<file path="src/rtl/csr_trap_unit.sv">
// csr_trap_unit: execute-stage machine-mode CSR file, CSR read-modify-write,
// ECALL trap entry, MRET/SRET return and a registered one-cycle fetch redirect.
// Optional build macro CSR_COUNTERS_EN adds the 64-bit mcycle/minstret counters.
module csr_trap_unit #(
    parameter int          XLEN        = 64,
    parameter logic [63:0] RESET_TVEC  = 64'h0000_0000,
    parameter int unsigned ECALL_CAUSE = 11
) (
    input  logic            clk,
    input  logic            rstn,
    input  logic            in_valid,
    input  logic            stall,
    input  logic [9:0]      csr_decode,
    input  logic [31:0]     inst,
    input  logic [XLEN-1:0] rs1_data,
    input  logic [XLEN-1:0] pc,
    output logic [XLEN-1:0] csr_rdata,
    output logic            illegal_csr,
    output logic            redirect_valid,
    output logic [XLEN-1:0] redirect_pc
);
    localparam logic [11:0] ADDR_MSTATUS  = 12'h300;
    localparam logic [11:0] ADDR_MTVEC    = 12'h305;
    localparam logic [11:0] ADDR_MSCRATCH = 12'h340;
    localparam logic [11:0] ADDR_MEPC     = 12'h341;
    localparam logic [11:0] ADDR_MCAUSE   = 12'h342;
    localparam logic [11:0] ADDR_SEPC     = 12'h141;
    localparam logic [11:0] ADDR_MCYCLE   = 12'hB00;
    localparam logic [11:0] ADDR_MINSTRET = 12'hB02;

    typedef enum logic {RUN, REDIR} state_t;

    // decode bundle fields
    logic       ifecall, csr_alu_bsel, csr_we, if_csr;
    logic [1:0] csr_alu, csr_ret, csr_sel;
    logic [11:0] csr_addr;
    logic [4:0]  rs_field;
    assign {ifecall, csr_alu, csr_ret, csr_sel, csr_alu_bsel, csr_we, if_csr} = csr_decode;
    assign csr_addr = inst[31:20];
    assign rs_field = inst[19:15];

    // csr_sel does not influence the write value; low instruction bits and pc[1:0] are not needed
    logic unused_bits;
    assign unused_bits = ^{csr_sel, inst[14:0], pc[1:0]};

    state_t          state_reg;
    logic            redirect_valid_reg;
    logic [XLEN-1:0] redirect_pc_reg;
    logic            mie_reg, mpie_reg;
    logic [XLEN-1:0] mtvec_reg, mscratch_reg, mepc_reg, mcause_reg, sepc_reg;
`ifdef CSR_COUNTERS_EN
    logic [63:0]     mcycle_reg, minstret_reg;
`endif

    logic            commit, do_ecall, do_mret, do_sret, csr_wen, implemented;
    logic [XLEN-1:0] csr_old, operand, csr_new, mstatus_val;

    assign mstatus_val = XLEN'({mpie_reg, 3'b000, mie_reg, 3'b000});

    // address decode and old-value read mux
    always_comb begin
        implemented = 1'b1;
        csr_old     = '0;
        case (csr_addr)
            ADDR_MSTATUS:  csr_old = mstatus_val;
            ADDR_MTVEC:    csr_old = mtvec_reg;
            ADDR_MSCRATCH: csr_old = mscratch_reg;
            ADDR_MEPC:     csr_old = mepc_reg;
            ADDR_MCAUSE:   csr_old = mcause_reg;
            ADDR_SEPC:     csr_old = sepc_reg;
`ifdef CSR_COUNTERS_EN
            ADDR_MCYCLE:   csr_old = XLEN'(mcycle_reg);
            ADDR_MINSTRET: csr_old = XLEN'(minstret_reg);
`endif
            default:       implemented = 1'b0;
        endcase
    end

    assign illegal_csr = if_csr & ~implemented;
    assign csr_rdata   = implemented ? csr_old : '0;

    // read-modify-write value selected by csr_alu
    assign operand = csr_alu_bsel ? XLEN'(rs_field) : rs1_data;
    always_comb begin
        csr_new = csr_old;
        case (csr_alu)
            2'b00:   csr_new = operand;
            2'b01:   csr_new = csr_old | operand;
            2'b10:   csr_new = csr_old & ~operand;
            default: csr_new = csr_old;
        endcase
    end

    // ecall outranks ret, ret outranks a CSR op; set/clear with a zero source only reads
    assign commit   = in_valid & ~stall & (state_reg == RUN);
    assign do_ecall = commit & ifecall;
    assign do_mret  = commit & ~ifecall & (csr_ret[1]);
    assign do_sret  = commit & ~ifecall & (csr_ret == 2'b01);
    assign csr_wen  = commit & ~ifecall & (csr_ret == 2'b00) & if_csr & csr_we & ~illegal_csr
                      & ~((csr_alu != 2'b00) & (rs_field == 5'd0));

    // architectural CSR state: trap entry/return take precedence over software writes
    always_ff @(posedge clk) begin
        if (!rstn) begin
            mie_reg      <= 1'b0;
            mpie_reg     <= 1'b0;
            mtvec_reg    <= {RESET_TVEC[XLEN-1:2], 2'b00};
            mscratch_reg <= '0;
            mepc_reg     <= '0;
            mcause_reg   <= '0;
            sepc_reg     <= '0;
        end else if (do_ecall) begin
            mepc_reg   <= {pc[XLEN-1:2], 2'b00};
            mcause_reg <= XLEN'(ECALL_CAUSE);
            mpie_reg   <= mie_reg;
            mie_reg    <= 1'b0;
        end else if (do_mret) begin
            mie_reg  <= mpie_reg;
            mpie_reg <= 1'b1;
        end else if (csr_wen) begin
            case (csr_addr)
                ADDR_MSTATUS: begin
                    mie_reg  <= csr_new[3];
                    mpie_reg <= csr_new[7];
                end
                ADDR_MTVEC:    mtvec_reg    <= csr_new;
                ADDR_MSCRATCH: mscratch_reg <= csr_new;
                ADDR_MEPC:     mepc_reg     <= {csr_new[XLEN-1:2], 2'b00};
                ADDR_MCAUSE:   mcause_reg   <= csr_new;
                ADDR_SEPC:     sepc_reg     <= {csr_new[XLEN-1:2], 2'b00};
                default: ;
            endcase
        end
    end

`ifdef CSR_COUNTERS_EN
    // free-running counters; a software write in the same cycle wins over the increment
    always_ff @(posedge clk) begin
        if (!rstn) begin
            mcycle_reg   <= '0;
            minstret_reg <= '0;
        end else begin
            if (csr_wen && csr_addr == ADDR_MCYCLE)
                mcycle_reg <= 64'(csr_new);
            else
                mcycle_reg <= mcycle_reg + 64'd1;
            if (csr_wen && csr_addr == ADDR_MINSTRET)
                minstret_reg <= 64'(csr_new);
            else if (commit)
                minstret_reg <= minstret_reg + 64'd1;
        end
    end
`endif

    // redirect FSM: a committed ecall/ret produces exactly one registered redirect pulse
    always_ff @(posedge clk) begin
        if (!rstn) begin
            state_reg          <= RUN;
            redirect_valid_reg <= 1'b0;
            redirect_pc_reg    <= '0;
        end else begin
            case (state_reg)
                RUN: begin
                    redirect_valid_reg <= 1'b0;
                    if (do_ecall) begin
                        state_reg          <= REDIR;
                        redirect_valid_reg <= 1'b1;
                        redirect_pc_reg    <= {mtvec_reg[XLEN-1:2], 2'b00};
                    end else if (do_mret) begin
                        state_reg          <= REDIR;
                        redirect_valid_reg <= 1'b1;
                        redirect_pc_reg    <= mepc_reg;
                    end else if (do_sret) begin
                        state_reg          <= REDIR;
                        redirect_valid_reg <= 1'b1;
                        redirect_pc_reg    <= sepc_reg;
                    end
                end
                default: begin
                    state_reg          <= RUN;
                    redirect_valid_reg <= 1'b0;
                end
            endcase
        end
    end

    assign redirect_valid = redirect_valid_reg;
    assign redirect_pc    = redirect_pc_reg;
endmodule

</file>
<file path="config.mk">
export PLATFORM = sky130hd
export DESIGN_NAME = csr_trap_unit
export DESIGN_NICKNAME = d
export VERILOG_FILES = /design/src/rtl/csr_trap_unit.sv
export SDC_FILE = /design/constraint.sdc
export NUM_CORES = 1
export LEC_CHECK = 0
export ABC_AREA = 1
export BUFFER_PORTS_ARGS = -buffer_cell sky130_fd_sc_hd__buf_2
export CORE_ASPECT_RATIO = 0.9
export CORE_MARGIN = 4
export CORE_UTILIZATION = 46
export CTS_BUF_LIST = sky130_fd_sc_hd__clkbuf_2 sky130_fd_sc_hd__clkbuf_4 sky130_fd_sc_hd__clkbuf_8
export DETAILED_ROUTE_END_ITERATION = 10
export GPL_TIMING_DRIVEN = 0
export PLACE_DENSITY = 0.67
export SYNTH_ARGS = -nofsm -noshare
export SYNTH_HDL_FRONTEND = slang
export SYNTH_SLANG_ARGS = --single-unit
</file>
<file path="constraint.sdc">
create_clock -name clk -period 2.6 [get_ports clk]
set_input_delay 0.52 -clock clk [delete_from_list [all_inputs] [get_ports clk]]
set_output_delay 0.52 -clock clk [all_outputs]
set_load 0.005 [all_outputs]
</file>
==> summary.txt <==
Drt
  – Detail Route Antenna Nets: 0
  – Residual DRC: 0
  – WL final: 89,700 um
  – DR vias/cell: 5.79
  – Starting DRC count in detailed routing: 3,267
  – Average wire per standard cell: 21.9 um
  – TritonRoute pass-1 iters: 6
  – Vias after detailed routing: 23,800

Placed design
  – Hpwl dp: 64,500 um
  – Placer Congestion: 0.980
  – Placed Instances: 3,980
  – PortBufs: 279

Cells and area
  – Reg area: 0.00763 mm2
  – Filler cells: 4,190
  – Layout cells sized above 1: 0.165
  – Area grow syn2layout: 20.2%
  – Area of the multi-input gates: 0.0101 mm2
  – # diodes: 0
  – Layout Cells excl Fill: 4,103
  – NumNets Final: 3,686
  – Layout Utilization: 0.565

Floorplanning
  – Core Footprint: 0.0422 mm2
  – Chip height: 205 um
  – Die area: 0.0465 mm2
  – Die width: 227 um
  – IO Pins: 304
  – Row Count: 71
  – Initial Utilization: 0.470

Run
  – Max-cap viol count: 0

STA
  – F_max: 384 MHz
  – RSZ-0062 raised after global routing: yes
  – Final Max Slew Viols: 0
  – Slew @ Worst Pin: 1.02 ns
  – Worst setup margin: -0.00103 ns
  – Relative slew slack: 0.317
  – Final Skew: 0.0332 ns
  – Final hold vios: 0
  – Crit path time final: 2.60 ns
  – Setup violations, final: 1
  – Fin crit share: 1.00

Pwr
  – P_leak: 12.2 nW
  – PwrDens: 551 mW/mm2
  – VDD IR-drop max: 0.288 mV

Critical path
  – Req. time, crit path: 2.08 ns
  – Worst setup SP type: input pin
  – CP Capture Type: output pin
  – Crit path max fanout: 10
  – Worst R2R Path Depth: 11
  – Crit Path Class: input pin to output pin
  – WP data arrival: 2.08 ns

Yosys
  – Fraction of registers with async set or reset after synthesis: 0
  – Synthesized flop and latch total: 381
  – Synth unique cells: 32
  – Post-synth EDFFs: 0
  – Main synth FF type: dfxtp_1
  – Mean post-synth cell area: 6.29 um2
  – Cells after Synth: 3,153
  – Seq/Total Area, Yosys: 0.384
  – Synth warn: 0
  – Synth Cell Area: 0.0198 mm2

Global route
  – Global-route usage over all layers: 0.367
  – Initial antenna violation count: 0
  – First-pass GRT wire length: 130,000 um
  – GR Overflow Total: 0
  – Largest net degree at the start of global routing: 20
  – Vias in the first global route: 22,100

Clock tree
  – CTS tree: done
  – CTS sink cnt: 381
  – CTS H-Tree Depth: 3
  – Worst-skew pair later-pin latency: 0.61 ns
  – CTS root buffer: clkbuf_8
  – CTS Buffer Depth: 3
  – Clock buffer count from CTS: 67
  – Clk slew on worst S/H paths: 0.06 ns

Hold path
  – Tightest Hold Check Type: input pin to register
  – Hold Crit Depth: 5

Outcome
  – Failing checks: negative setup slack
  – Status: finished with violations
-- cell families (layout without fill, tap and decap cells) --
| group | after synthesis | in the layout | share of synthesized area |
|---|---|---|---|
| AND/OR/NAND/NOR | 1569 | 1570 | 0.326 |
| AO/OA/AOI/OAI | 646 | 646 | 0.175 |
| buffers and inverters | 552 | 953 | 0.113 |
| flip-flops | 381 | 381 | 0.384 |
| multiplexers | 4 | 4 | 0.00202 |
| other | 1 | 2 | 0.000189 |
-- repair_timing --
action / in CTS / in global routing
hold buffers: 0 / 0
setup endpoints to repair: 288 / 282
buffers inserted: 4 / 6
hold endpoints to repair: 0 / 0
pin swaps: 2 / 5
cloned: 0 / 2
resized for setup: 80 / 92
-- layout by cell type (no fill, tap or decap), types with 2 or more instances in the layout --
master,instances
buf_2,332
a31oi_1,63
conb_1,2
dfxtp_1,381
o21ai_1,49
buf_6,16
clkinv_2,2
nor2_4,12
o21ai_0,307
mux2i_1,4
clkbuf_4,33
inv_1,295
clkbuf_2,23
nand2_2,9
nor2_1,410
clkinvlp_4,2
buf_1,11
clkbuf_8,91
a21oi_4,2
a21oi_1,163
nor2_2,3
buf_12,6
buf_4,24
o211ai_1,61
nand3_1,350
inv_2,14
buf_8,5
nand2_1,773
clkbuf_1,97
nand3_4,4
nor2_8,2
-- power by group --
part           switching [mW]  total [mW]  internal (mW)
registers              0.0757        6.01           5.94
clock network            2.63        5.96           3.34
logic                   0.825        1.16          0.339
total                    3.53        13.1           9.61
-- worst max-delay path, stage by stage --
cell and delay, ns:
buf_2 0.12, inv_2 0.05, nand2_1 0.12, nor2_4 0.16
buf_4 0.25, clkbuf_4 0.29, nand3_1 0.11, nand2_1 0.08
nor2_1 0.04, nand2_1 0.17, buf_2 0.15
-- cell type report --
cell class | instances | area share
Clock buffer | 109 | 0.0579
Multi-Input combinational cell | 2222 | 0.423
Buffer | 239 | 0.0550
Clock inverter | 4 | 0.00105
Inverter | 311 | 0.0494
Tap cell | 547 | 0.0287
Timing Repair Buffer | 290 | 0.0648
Sequential cell | 381 | 0.320
-- Yosys cell counts (21+ instances only) --
cell | count | area, um2
o211ai_1 | 61 | 458
inv_1 | 295 | 1110
buf_2 | 67 | 335
clkbuf_1 | 136 | 510
dfxtp_1 | 381 | 7630
buf_1 | 21 | 78.8
a21oi_1 | 164 | 821
nand2_1 | 781 | 2930
nand3_1 | 350 | 1750
nor2_1 | 416 | 1560
a31oi_1 | 63 | 394
o21ai_1 | 49 | 245
o21ai_0 | 307 | 1540
-- path summary, 6_finish.rpt --
check	slack, ns	endpoint	start
max	-0.001	csr_rdata[63]	inst[30]
min	0.21	mepc_reg[20]	pc[20]
max reg2reg	0.04	mscratch_reg[18]	redirect_valid
min reg2reg	0.47	mcause_reg[0]	mcause_reg[0]
-- through the flow --
step	power, mW	instance area [um2]	TNS (ns)	hold slack, ns	setup slack (ns)
2_1_floorplan	6.67	19800	0	0.445	0.549
3_3_place_gp	7.21	21900	-241.36	0.453	-0.878
3_5_place_dp	7.23	21900	-257.85	0.457	-0.996
4_1_cts	13.0	23600	0	0.198	0.000240
5_1_grt	13.4	23900	-0.297	0.219	-0.0489
6_report	13.1	23900	-0.00103	0.209	-0.00103
-- routing by layer --
layer,part of all wire,global-route usage,vias to the layer above,wire length [um]
met4,0.049,0.185,0,4360
met5,0,0,-,0
met2,0.43,0.558,1618,39000
met1,0.40,0.489,11000,36000
li1,-,-,10900,-
met3,0.11,0.0845,263,10300
No activity file was read; power rests on OpenSTA's default activity.
